==> config.mk <==
export PLATFORM = sky130hd
export DESIGN_NAME = core_encoder
export DESIGN_NICKNAME = d
export VERILOG_FILES = /design/src/rtl/core_encoder.sv
export SDC_FILE = /design/constraint.sdc
export NUM_CORES = 1
export LEC_CHECK = 0
export CORE_MARGIN = 2
export CORE_UTILIZATION = 51
export DETAILED_ROUTE_END_ITERATION = 7
export GPL_TIMING_DRIVEN = 0
export PLACE_DENSITY = 0.91
export RECOVER_POWER = 25
export SLEW_MARGIN = 25
export SYNTH_ARGS = -nofsm -noshare
export SYNTH_HDL_FRONTEND = slang
export SYNTH_SLANG_ARGS = --single-unit
export TNS_END_PERCENT = 5
==> constraint.sdc <==
create_clock -name clk -period 7.44 [get_ports clk]
set_input_delay 1.116 -clock clk [delete_from_list [all_inputs] [get_ports clk]]
set_output_delay 1.116 -clock clk [all_outputs]
set_load 0.05 [all_outputs]
==> src/rtl/core_encoder.sv <==
// rtl/core_encoder.sv - packs decoded RV32I/M fields into instruction words behind a small output FIFO
// Optional immediate range/alignment checking: define ENCODER_CHECK_EN.
module core_encoder #(
    parameter int XLEN       = 32,
    parameter int FIFO_DEPTH = 2
) (
    input  logic            clk,
    input  logic            rst_n,
    input  logic            in_valid,
    output logic            in_ready,
    input  logic [2:0]      in_fmt,
    input  logic [6:0]      in_op,
    input  logic [4:0]      in_rd,
    input  logic [4:0]      in_rs1,
    input  logic [4:0]      in_rs2,
    input  logic [2:0]      in_funct3,
    input  logic [6:0]      in_funct7,
    input  logic [XLEN-1:0] in_imm,
    output logic            out_valid,
    input  logic            out_ready,
    output logic [XLEN-1:0] out_inst,
    output logic            err,
    output logic [15:0]     enc_count,
    output logic [7:0]      err_count
);

    localparam int AW = (FIFO_DEPTH > 1) ? $clog2(FIFO_DEPTH) : 1;
    localparam int CW = $clog2(FIFO_DEPTH + 1);

    localparam logic [2:0] FMT_R = 3'd0;
    localparam logic [2:0] FMT_I = 3'd1;
    localparam logic [2:0] FMT_S = 3'd2;
    localparam logic [2:0] FMT_B = 3'd3;
    localparam logic [2:0] FMT_U = 3'd4;
    localparam logic [2:0] FMT_J = 3'd5;

    logic [XLEN-1:0] mem [FIFO_DEPTH];
    logic [AW-1:0]   wr_ptr;
    logic [AW-1:0]   rd_ptr;
    logic [CW-1:0]   count;

    logic [XLEN-1:0] enc_word;
    logic            fmt_ok;
    logic            imm_ok;
    logic            legal;
    logic            is_shift;
    logic            accept;
    logic            push;
    logic            pop;

    assign is_shift = (in_op == 7'b0010011) && ((in_funct3 == 3'b001) || (in_funct3 == 3'b101));

    always_comb begin
        enc_word = '0;
        fmt_ok   = 1'b1;
        case (in_fmt)
            FMT_R: enc_word = {in_funct7, in_rs2, in_rs1, in_funct3, in_rd, in_op};
            FMT_I: begin
                if (is_shift)
                    enc_word = {in_funct7, in_imm[4:0], in_rs1, in_funct3, in_rd, in_op};
                else
                    enc_word = {in_imm[11:0], in_rs1, in_funct3, in_rd, in_op};
            end
            FMT_S: enc_word = {in_imm[11:5], in_rs2, in_rs1, in_funct3, in_imm[4:0], in_op};
            FMT_B: enc_word = {in_imm[12], in_imm[10:5], in_rs2, in_rs1, in_funct3,
                               in_imm[4:1], in_imm[11], in_op};
            FMT_U: enc_word = {in_imm[31:12], in_rd, in_op};
            FMT_J: enc_word = {in_imm[20], in_imm[10:1], in_imm[11], in_imm[19:12], in_rd, in_op};
            default: fmt_ok = 1'b0;
        endcase
    end

`ifdef ENCODER_CHECK_EN
    // A signed value fits N bits when everything above bit N-1 is a copy of the sign bit.
    logic fits12, fits13, fits21;
    assign fits12 = (&in_imm[XLEN-1:11]) || !(|in_imm[XLEN-1:11]);
    assign fits13 = (&in_imm[XLEN-1:12]) || !(|in_imm[XLEN-1:12]);
    assign fits21 = (&in_imm[XLEN-1:20]) || !(|in_imm[XLEN-1:20]);

    always_comb begin
        imm_ok = 1'b1;
        case (in_fmt)
            FMT_I:   imm_ok = is_shift ? !(|in_imm[XLEN-1:5]) : fits12;
            FMT_S:   imm_ok = fits12;
            FMT_B:   imm_ok = fits13 && !in_imm[0];
            FMT_U:   imm_ok = !(|in_imm[11:0]);
            FMT_J:   imm_ok = fits21 && !in_imm[0];
            default: imm_ok = 1'b1;
        endcase
    end
`else
    assign imm_ok = 1'b1;
`endif

    assign legal     = fmt_ok && imm_ok;
    assign in_ready  = (count < CW'(FIFO_DEPTH));
    assign out_valid = (count != '0);
    assign accept    = in_valid && in_ready;
    assign push      = accept && legal;
    assign pop       = out_valid && out_ready;
    assign out_inst  = out_valid ? mem[rd_ptr] : '0;

    // Payload storage carries no reset; out_inst is masked while empty.
    always_ff @(posedge clk) begin
        if (push)
            mem[wr_ptr] <= enc_word;
    end

    always_ff @(posedge clk or negedge rst_n) begin
        if (!rst_n) begin
            wr_ptr    <= '0;
            rd_ptr    <= '0;
            count     <= '0;
            err       <= 1'b0;
            enc_count <= '0;
            err_count <= '0;
        end else begin
            err <= accept && !legal;
            if (push) begin
                wr_ptr    <= wr_ptr + 1'b1;
                enc_count <= enc_count + 16'd1;
            end
            if (pop)
                rd_ptr <= rd_ptr + 1'b1;
            if (push && !pop)
                count <= count + 1'b1;
            else if (pop && !push)
                count <= count - 1'b1;
            if (accept && !legal && (err_count != 8'hFF))
                err_count <= err_count + 8'd1;
        end
    end

endmodule
# Word level (Yosys, flattened, before mapping)
# Memory sizes are Yosys's and may differ from the RTL's.
# Cells that the tools add are included.
# W data, S select, Z words.
# totals
register_bits	29
ramBits	64
input_bits	71
out_inout_bits	59
word_cells	47
n_memories	1
# op_classes
add_sub_neg	6
magnitude_cmp	1
eq_ne	9
mux	8
reduce_logical	16
# memory_table
memory	depth	word_bits	read_ports	rd_clocked_by_memory_dff	wr	line	text
mem	2	32	1	0	1	37	logic [XLEN-1:0] mem [FIFO_DEPTH];
# ops
cell	count
$pmux W32 S6	1
$mux W32	2
$add A16 B1 Y16 const B	1
$eq A3 B3 Y1 const B	3
$add A8 B1 Y8 const B	1
$logic_and A1 B1 Y1	8
$ne A8 B8 Y1 const B	1
$eq A7 B5 Y1 const B	1
$eq A3 B1 Y1 const B	2
$eq A3 B2 Y1 const B	2
$reduce_or A6 Y1	1
$mux W2	2
$reduce_bool A2 Y1	2
$logic_not A1 Y1	3
$logic_not A3 Y1	1
$mux W1	3
$add A1 B1 Y1 const B	2
$add A2 B1 Y2 const B	1
$lt A2 B2 Y1 const B	1
$sub A2 B1 Y2 const B	1
$logic_or A1 B1 Y1	1

# Logic depth before layout (Yosys ltp)
# Gate-level depths: netlist of run 1.
# depth
ltp_word	8
ltp_mapped	8
ltp_nobuf	7

# Worst setup path after synthesis of run 1
# No wires, ideal clock.
# synth_timing
kind	input to register
start	in in_fmt[2]
end	mem mem[0][0], enable pin
setup_ps	421
arrival_time_ps	2960
required_time_ps	7019
setup_slack_ps	4059
cell_stages	4
n_path_buf	1
path_cell_list	buf_4 nand2_1 nand2_1 nor2_1
# synth_between
elab_chain_len	6
elab_cells_between_ends	11
classes_between	eq/ne: 5; mux: 3; reduce/logical: 3
# synth_lines
element	line	text
start, declared	11	input logic [2:0] in_fmt,
$eq A3 B1 Y1 (tied with other cells)	56	case (in_fmt)
$reduce_or A6 Y1 (no source line) (*)	n/a	
$mux W1 (*)	56	
$logic_and A1 B1 Y1 (*)	99	assign push = accept && legal;
$mux W1 (*)	105	if (push)
$mux W1 (implied by the code) (*)	106	mem[wr_ptr] <= enc_word;
end, declared	37	
# Every way passes the cells marked *; elsewhere a longest branch is shown, timed or not.

# Worst setup path in the final report of run 1
# layout_timing
start	reg count[0]
end	out out_inst[16]
# layout_between
elab_chain_len	2
# layout_lines
element	line	text
start, declared	40	logic [CW-1:0] count;
start signal, assigned	126	count <= count + 1'b1;
start signal, assigned	128	count <= count - 1'b1;
$reduce_bool A2 Y1	97	assign out_valid = (count != '0);
$mux W32	101	assign out_inst = out_valid ? mem[rd_ptr] : '0;
end, declared	21	output logic [XLEN-1:0] out_inst,
# No other way between the ends.

==> metrics, run 1 <==
outcome=finished with violations; violated checks=capacitance limit, slew limit; Port Buffer Count=128; htree depth=3; PD cells=358.6 nW/um^2; count of unresolved DRC violations after routing=0; fraction of post-synthesis cell area in the top cell type by area=43.99%; endpoints failing hold=0; most used standard cells in the synthesized netlist=sky130_fd_sc_hd__edfxtp_1 (64), sky130_fd_sc_hd__nor2_1 (43), sky130_fd_sc_hd__mux2i_1 (40); remaining global-route overflow=0; pin slew with the least headroom to its limit=between 1.5 and 2 ns; leading cell type by number of instances after synthesis=sky130_fd_sc_hd__edfxtp_1; NumNets Final=between 500 and 600; sequential-to-total area share from yosys stat=approximately three fifths; dominant combinational cell family by area after synthesis=simple AND/OR/NAND/NOR gates; critical path fanouts, max=10; maximum number of pins on one net before global-route repair=30; CTS resizes=0; dominant register cell in the synthesized netlist=sky130_fd_sc_hd__edfxtp_1; Leakage=2.348 nW; CTS tree=done; highest-delay cell along the critical path=sky130_fd_sc_hd__clkdlybuf4s50_1; total clock buffers created by CTS=9; proportion of synthesized flip-flops having asynchronous set or reset=31.18%; number of maximum-capacitance violations=1; distinct cell type count of the synthesized netlist=42; number of buffers between clock root and the deepest sink=2; multiplexer share of the synthesized area=10.19%; clock skew after layout=0.01383 ns; dominant delay contributor by cell family on the critical path=buffers and inverters; adder-cell share of the synthesized area=0.8591%; final RePlAce weighted congestion=0.8662; share of the synthesized area in compound gates (AO/OA/AOI/OAI)=7.159%; total of warnings raised by yosys=0; Critical Path Start Type=register; post-CTS setup buffer count=0; number of antenna violations at the first check in global routing=0; hold buffer count at CTS=0; share of the synthesized netlist area taken by xor and xnor gates=4.410%; total power=2.159 mW; setup repair after global routing missed its margin=no; Critical Path End Type=primary output; Max rail drop VDD=between 200 and 250 uV; ratio of routed vias to standard cells=approximately 5.5; Fin Setup TNS=0 ns; area overhead of the layout relative to synthesis=37.80%; crit path buf inv count=2; classification of the worst setup path=register to primary output; drt first pass iters=4; overall fraction of global-route tracks in use=22.23%; count of pins on the block boundary=between 100 and 150; HPWL after DPL=7669 um; largest stage delay on the critical path=0.74 ns; clock tree root driver cell=sky130_fd_sc_hd__clkbuf_8; number of flops mapped to enable cells by yosys=64; number of antenna repair diodes=0; type of the most critical hold path=register to register; WL per Instance=roughly 17 um; count of antenna-violating nets left after detailed routing=0; Area contributors post-synth=sky130_fd_sc_hd__edfxtp_1 (44%), sky130_fd_sc_hd__dfrtp_1 (17%), sky130_fd_sc_hd__mux2i_1 (9.2%); fraction of layout cells with a size suffix above 1=6.841%; Die Y=between 90 and 100 um; Yosys top cell by area=sky130_fd_sc_hd__edfxtp_1; Core Rows=33; area of the placeable core=about 8300 sq um; total number of clock tree sinks=93; die footprint=approximately 9300 sq um; share of the cycle needed by the critical path after routing=48.68%; FF+latch count, synth=93; core occupancy in the finished layout=between 70 and 80%; DRT iter0 DRCs=between 150 and 200; data arrival time of the critical path=2.51 ns; clock latency of the later-clocked register in the worst-skew pair=around 0.37 ns; cell occurring most often along the worst timing path=sky130_fd_sc_hd__nor2_1; Mapped Area=4369 sq um; cells traversed along the worst timing path=nor2_1, clkbuf_1, nor2_1, clkdlybuf4s50_1; final routed wirelength across all metal layers=around 10000 um; time the final worst path needs with I/O delays and setup=3.622 ns; Post-Synthesis Net Count=between 400 and 500; Worst EP required=6.32 ns; count of vias placed by the detailed router=between 3000 and 4000; endpoints failing setup=0; die width=96.56 um; global-route wire length before repair=15290 um; initial standard-cell utilization of the core=between 50% and 60%; number of max-slew violations in the final report=30; average size of a mapped cell=12.45 sq um; slew margin rel.=-2.845%; Synth Area in Simple Gates=14.09%; achievable clock frequency=0.2761 GHz; synthesized netlist cell count=~350; clock-pin slew of the registers on the worst-case setup and hold paths=0.10 ns; vias in the first global route=3172
==> cell type report <==
type	count	area, sq um
buffer	15	68.82
clock buffer	9	123.9
clock inverter	7	66.31
fill	571	2237
inverter	12	45.04
multi-input combinational	231	1608
sequential	93	2648
tap	105	131.4
timing repair buffer	130	1330
==> per-layer routing <==
metal | wire length, um | share of wire, % | vias up | track usage [%]
met5 | 0 | 0 | - | 0
li1 | - | - | 1575 | -
met1 | 4018 | 39 | 1607 | 27.10
met4 | 167 | 1.6 | 0 | 8.099
met2 | 5388 | 53 | 129 | 39.24
met3 | 639 | 6.3 | 16 | 4.422
==> registers in the layout, indices dropped and copies added (netlist names) <==
register / cells
mem: 64
enc_count: 16
err_count: 8
count: 2
err: 1
rd_ptr: 1
wr_ptr: 1
==> final timing paths <==
path                                from            end  slack, ns  cells after the start
setup / recovery                count[0]   out_inst[16]       3.82                      4
hold / removal             enc_count[15]  enc_count[15]       0.49                      1
setup reg to reg            enc_count[0]   enc_count[6]       5.64                      5
hold reg to reg            enc_count[15]  enc_count[15]       0.49                      1
max in group asynchronous          rst_n         rd_ptr       5.43                      1
min in group asynchronous          rst_n   enc_count[7]       1.11                      1
==> metrics by stage <==
stage,std cells,instance area (sq um),hold slack (ns),setup WS [ns]
floorplan,351,4369,0.4604,4.059
CTS,602,6031,0.4892,3.807
finish,602,6021,0.4856,3.818
global route,602,6021,0.5268,3.702
detailed placement,586,5841,0.4691,4.174
global placement,584,5782,0.4616,2.735
==> worst register-to-register path: cells and delay by family (launching register included) <==
kind | cells | cell delay [ns]
adder cells (fa/ha/maj) | 1 | 0.20
XOR/XNOR | 1 | 0.14
AND/OR/NAND/NOR | 3 | 0.96
flip-flops | 1 | 0.44
==> power by group <==
| part | total, mW | internal, mW | switching (mW) | leakage (nW) |
|---|---|---|---|---|
| clock | 0.327 | 0.130 | 0.197 | 0.0918 |
| combinational | 1.12 | 0.387 | 0.732 | 1.29 |
| sequential | 0.713 | 0.653 | 0.0596 | 0.970 |
==> cells in the final DEF, fill, tap and decap left out, types with 2 or more instances in the layout <==
cell type,instances
sky130_fd_sc_hd__nor2_1,42
sky130_fd_sc_hd__nand3_1,11
sky130_fd_sc_hd__nor2b_1,7
sky130_fd_sc_hd__nor3_1,8
sky130_fd_sc_hd__inv_1,12
sky130_fd_sc_hd__buf_16,2
sky130_fd_sc_hd__xor2_1,7
sky130_fd_sc_hd__ha_1,3
sky130_fd_sc_hd__a21oi_1,6
sky130_fd_sc_hd__a221o_1,6
sky130_fd_sc_hd__nor3_2,2
sky130_fd_sc_hd__nand2_1,19
sky130_fd_sc_hd__a22oi_1,5
sky130_fd_sc_hd__mux2i_1,40
sky130_fd_sc_hd__o21ai_0,10
sky130_fd_sc_hd__a22o_1,8
sky130_fd_sc_hd__dlygate4sd3_1,2
sky130_fd_sc_hd__edfxtp_1,64
sky130_fd_sc_hd__clkbuf_1,11
sky130_fd_sc_hd__and3_1,3
sky130_fd_sc_hd__clkinvlp_4,2
sky130_fd_sc_hd__mux2_2,4
sky130_fd_sc_hd__clkdlybuf4s50_1,125
sky130_fd_sc_hd__a211oi_1,2
sky130_fd_sc_hd__dfrtp_1,29
sky130_fd_sc_hd__o21a_1,2
sky130_fd_sc_hd__xnor2_1,15
sky130_fd_sc_hd__clkbuf_8,9
sky130_fd_sc_hd__nand4_1,4
sky130_fd_sc_hd__and2_0,7
sky130_fd_sc_hd__buf_2,4
sky130_fd_sc_hd__and4_1,4
sky130_fd_sc_hd__inv_8,3
==> logic make-up (layout without fill, tap and decap cells) <==
group                      after synthesis  count (layout)
and+or+nand+nor                        119             119
buffers and inverters                   27             173
DFF                                     93              93
muxes                                   44              44
AOI/OAI and AO/OA                       43              43
xor gates and xnor gates                22              22
adders and majority gates                3               3
Power figures use the tool's default switching activity.
==> run 2, diff against run 1 <==
Settings changed: CORE_UTILIZATION 51 to 43, PLACE_DENSITY 0.91 to 0.82.
Clock period 7.44 ns to 3.3 ns, I/O delays scaled along.
==> run 2 against run 1 <==
  * The flow still finishes with violations (capacitance limit, slew limit)
  * Largest power group unchanged
  * Critical path depth did not move
  * Utilization is 11 points lower
  * Final cell count grew 4.7%
  * Clock power up 110%
  * Sequential share of layout area is 0.18 points lower
  * Critical endpoint is now out_inst[27]
  * Die area grew 18%
  * Largest cell class unchanged
  * Clock-buffer cell count grew 1
==> metrics, run 2 (same netlist as run 1, synthesis figures left out) <==
PD cells=794.7 nW/um^2 (+120%); time the final worst path needs with I/O delays and setup=2.998 ns; number of antenna violations at the first check in global routing=0 (unchanged); htree depth=3 (unchanged); maximum number of pins on one net before global-route repair=30 (unchanged); number of fill cells in the layout=849 (+49%); WL per Instance=16.28 um (-4.0%); total power=4.805 mW (+120%); slew margin rel.=-0.5020% (+2.3 points); final design instance area without fill=6046 sq um (+0.42%); number of antenna repair diodes=0 (unchanged); most frequent standard cell in the layout excluding fill and tap cells=sky130_fd_sc_hd__clkdlybuf4s50_1; design internal power=2.624 mW (+120%); die footprint=10980 sq um (+18%); global-route wire length before repair=16370 um (+7.0%); Worst EP required=2.80 ns (-3.52 ns); type of the most critical hold path=input pin to async pin; number of buffers between clock root and the deepest sink=2 (unchanged); CTS tree=done; count of vias placed by the detailed router=3281 (-1.4%); number of maximum-capacitance violations=1 (unchanged); DRT iter0 DRCs=158 (-3.1%); endpoints failing setup=0 (unchanged); pin slew with the least headroom to its limit=1.508 ns (-0.03514 ns); setup slack after layout=0.3019 ns (-3.516 ns); largest stage delay on the critical path=0.73 ns (about the same); Most flops, register=mem; r2r setup slk=1.51 ns (-4.13 ns); clock skew after layout=0.01322 ns (-0.0006149 ns); portion of total power attributed to the clock network=14.1% (-1.0 points); clock tree root driver cell=sky130_fd_sc_hd__clkbuf_8; clock latency of the later-clocked register in the worst-skew pair=0.36 ns (about the same); achievable clock frequency=0.3335 GHz; endpoints failing hold=0 (unchanged); cell depth of the worst flop-to-flop path=4 (-1); classification of the worst setup path=register to primary output; violated checks=capacitance limit, slew limit; drt first pass iters=4 (unchanged); largest registers in the final layout=mem: 64 flops, enc_count: 16 flops, err_count: 8 flops; pre-CTS setup slack=0.6769 ns (-3.497 ns); highest-delay cell along the critical path=sky130_fd_sc_hd__clkdlybuf4s50_1; share of the cycle needed by the critical path after routing=90.85%; post-CTS setup buffer count=0 (unchanged); cells traversed along the worst timing path=nor2_1, clkbuf_1, nor2_1, clkdlybuf4s50_1; hold buffer count at CTS=0 (unchanged); die width=104.8 um (+8.5%); clock-pin slew of the registers on the worst-case setup and hold paths=0.10 ns (about the same); number of flip-flops under the largest register name=64 (unchanged); total clock buffers created by CTS=9 (unchanged); HPWL after DPL=7671 um (about the same); fraction of layout cells with a size suffix above 1=6.841% (unchanged); initial standard-cell utilization of the core=44.50% (-8.4 points); Critical Path End Type=primary output; overall fraction of global-route tracks in use=19.14% (-3.1 points); Leakage=2.344 nW (-0.18%); area of the placeable core=9819 sq um (+19%); Max rail drop VDD=508.8 uV (+140%); ratio of routed vias to standard cells=5.208 (-5.8%); commonest cells after routing, fill and taps aside=sky130_fd_sc_hd__clkdlybuf4s50_1 (126), sky130_fd_sc_hd__edfxtp_1 (64), sky130_fd_sc_hd__nor2_1 (42); Die Y=104.8 um (+8.5%); vias in the first global route=3309 (+4.3%); final routed wirelength across all metal layers=10260 um (+0.43%); number of max-slew violations in the final report=30 (unchanged); count of pins on the block boundary=130 (unchanged); standard cell area after detailed placement=5876 sq um (+0.60%); count of unresolved DRC violations after routing=0 (unchanged); final RePlAce weighted congestion=0.7810 (-9.8%); net switching fraction of the power=45.40% (-0.41 points); Critical Path Start Type=register; cell occurring most often along the worst timing path=sky130_fd_sc_hd__nor2_1; Core Rows=36 (+9.1%); area overhead of the layout relative to synthesis=38.37%; critical path fanouts, max=10 (unchanged); CTS resizes=0 (unchanged); remaining global-route overflow=0 (unchanged); proportion of power drawn by combinational gates=52.6% (+0.8 points); switching power summed over all nets=2.181 mW (+120%); count of antenna-violating nets left after detailed routing=0 (unchanged); setup repair after global routing missed its margin=no; core occupancy in the finished layout=61.57% (-11 points); total number of clock tree sinks=93 (unchanged); outcome=finished with violations; NumNets Final=566 (unchanged); data arrival time of the critical path=2.50 ns (about the same); Port Buffer Count=128 (unchanged); final-layout worst hold slack=0.4796 ns (-0.006062 ns); Flop pwr share=33.3% (+0.3 points)
==> run 2: changes by cell type in the layout (fill, tap and decap cells not counted), sizes merged <==
cell / change
dlygate4sd3: -1
clkinv: +3
clkinvlp: -1
clkbuf: +1
clkdlybuf4s50: +1
inv: -3
==> run 2: worst max-delay path, delay by kind of cell, from the launching register on <==
kind | cells | cell delay, ns
simple gates | 2 | 0.51
flops | 1 | 0.42
buf+inv | 2 | 1.22
==> run 2: power groups by stage <==
stage	Clock [mW]	Sequential (mW)	Combinational, mW
after floorplan	0	1.81	1.46
after global placement	0	1.62	2.48
after detailed placement	0	1.62	2.55
after CTS	0.693	1.60	2.55
after global routing	0.754	1.63	2.65
final	0.678	1.60	2.53
==> run 2: path summary, 6_finish.rpt <==
check                         startpoint       endpoint
max reg2reg                     count[1]      mem[0][9]
min reg2reg                enc_count[15]  enc_count[15]
max in group asynchronous          rst_n       count[0]
max                             count[0]   out_inst[27]
min                                rst_n  enc_count[10]
min in group clk           enc_count[15]  enc_count[15]
==> run 2: metal layers <==
layer  part of all wire, %  global-route usage, %  up-vias
met5                     0                      0        -
met4                   1.5                  6.381        0
met3                   6.4                  4.679       13
met1                    42                  23.12     1598
met2                    50                  33.44      104
li1                      -                      -     1566
==> run 2: layout make-up <==
type	instances	area, sq um	area share [%]
buffer	15	68.82	1.138
clock buffer	10	127.6	2.111
clock inverter	6	47.55	0.7864
inverter	12	45.04	0.7450
multi-input combinational	231	1613	26.68
sequential	93	2648	43.79
tap	133	166.4	2.752
timing repair buffer	130	1330	22.00
==> run 2: through the flow <==
| step | cells | setup TNS [ns] |
|---|---|---|
| 2_1_floorplan | 351 | 0 |
| 3_3_place_gp | 612 | -26.80 |
| 3_5_place_dp | 614 | 0 |
| 4_1_cts | 630 | 0 |
| 5_1_grt | 630 | 0 |
| 6_report | 630 | 0 |
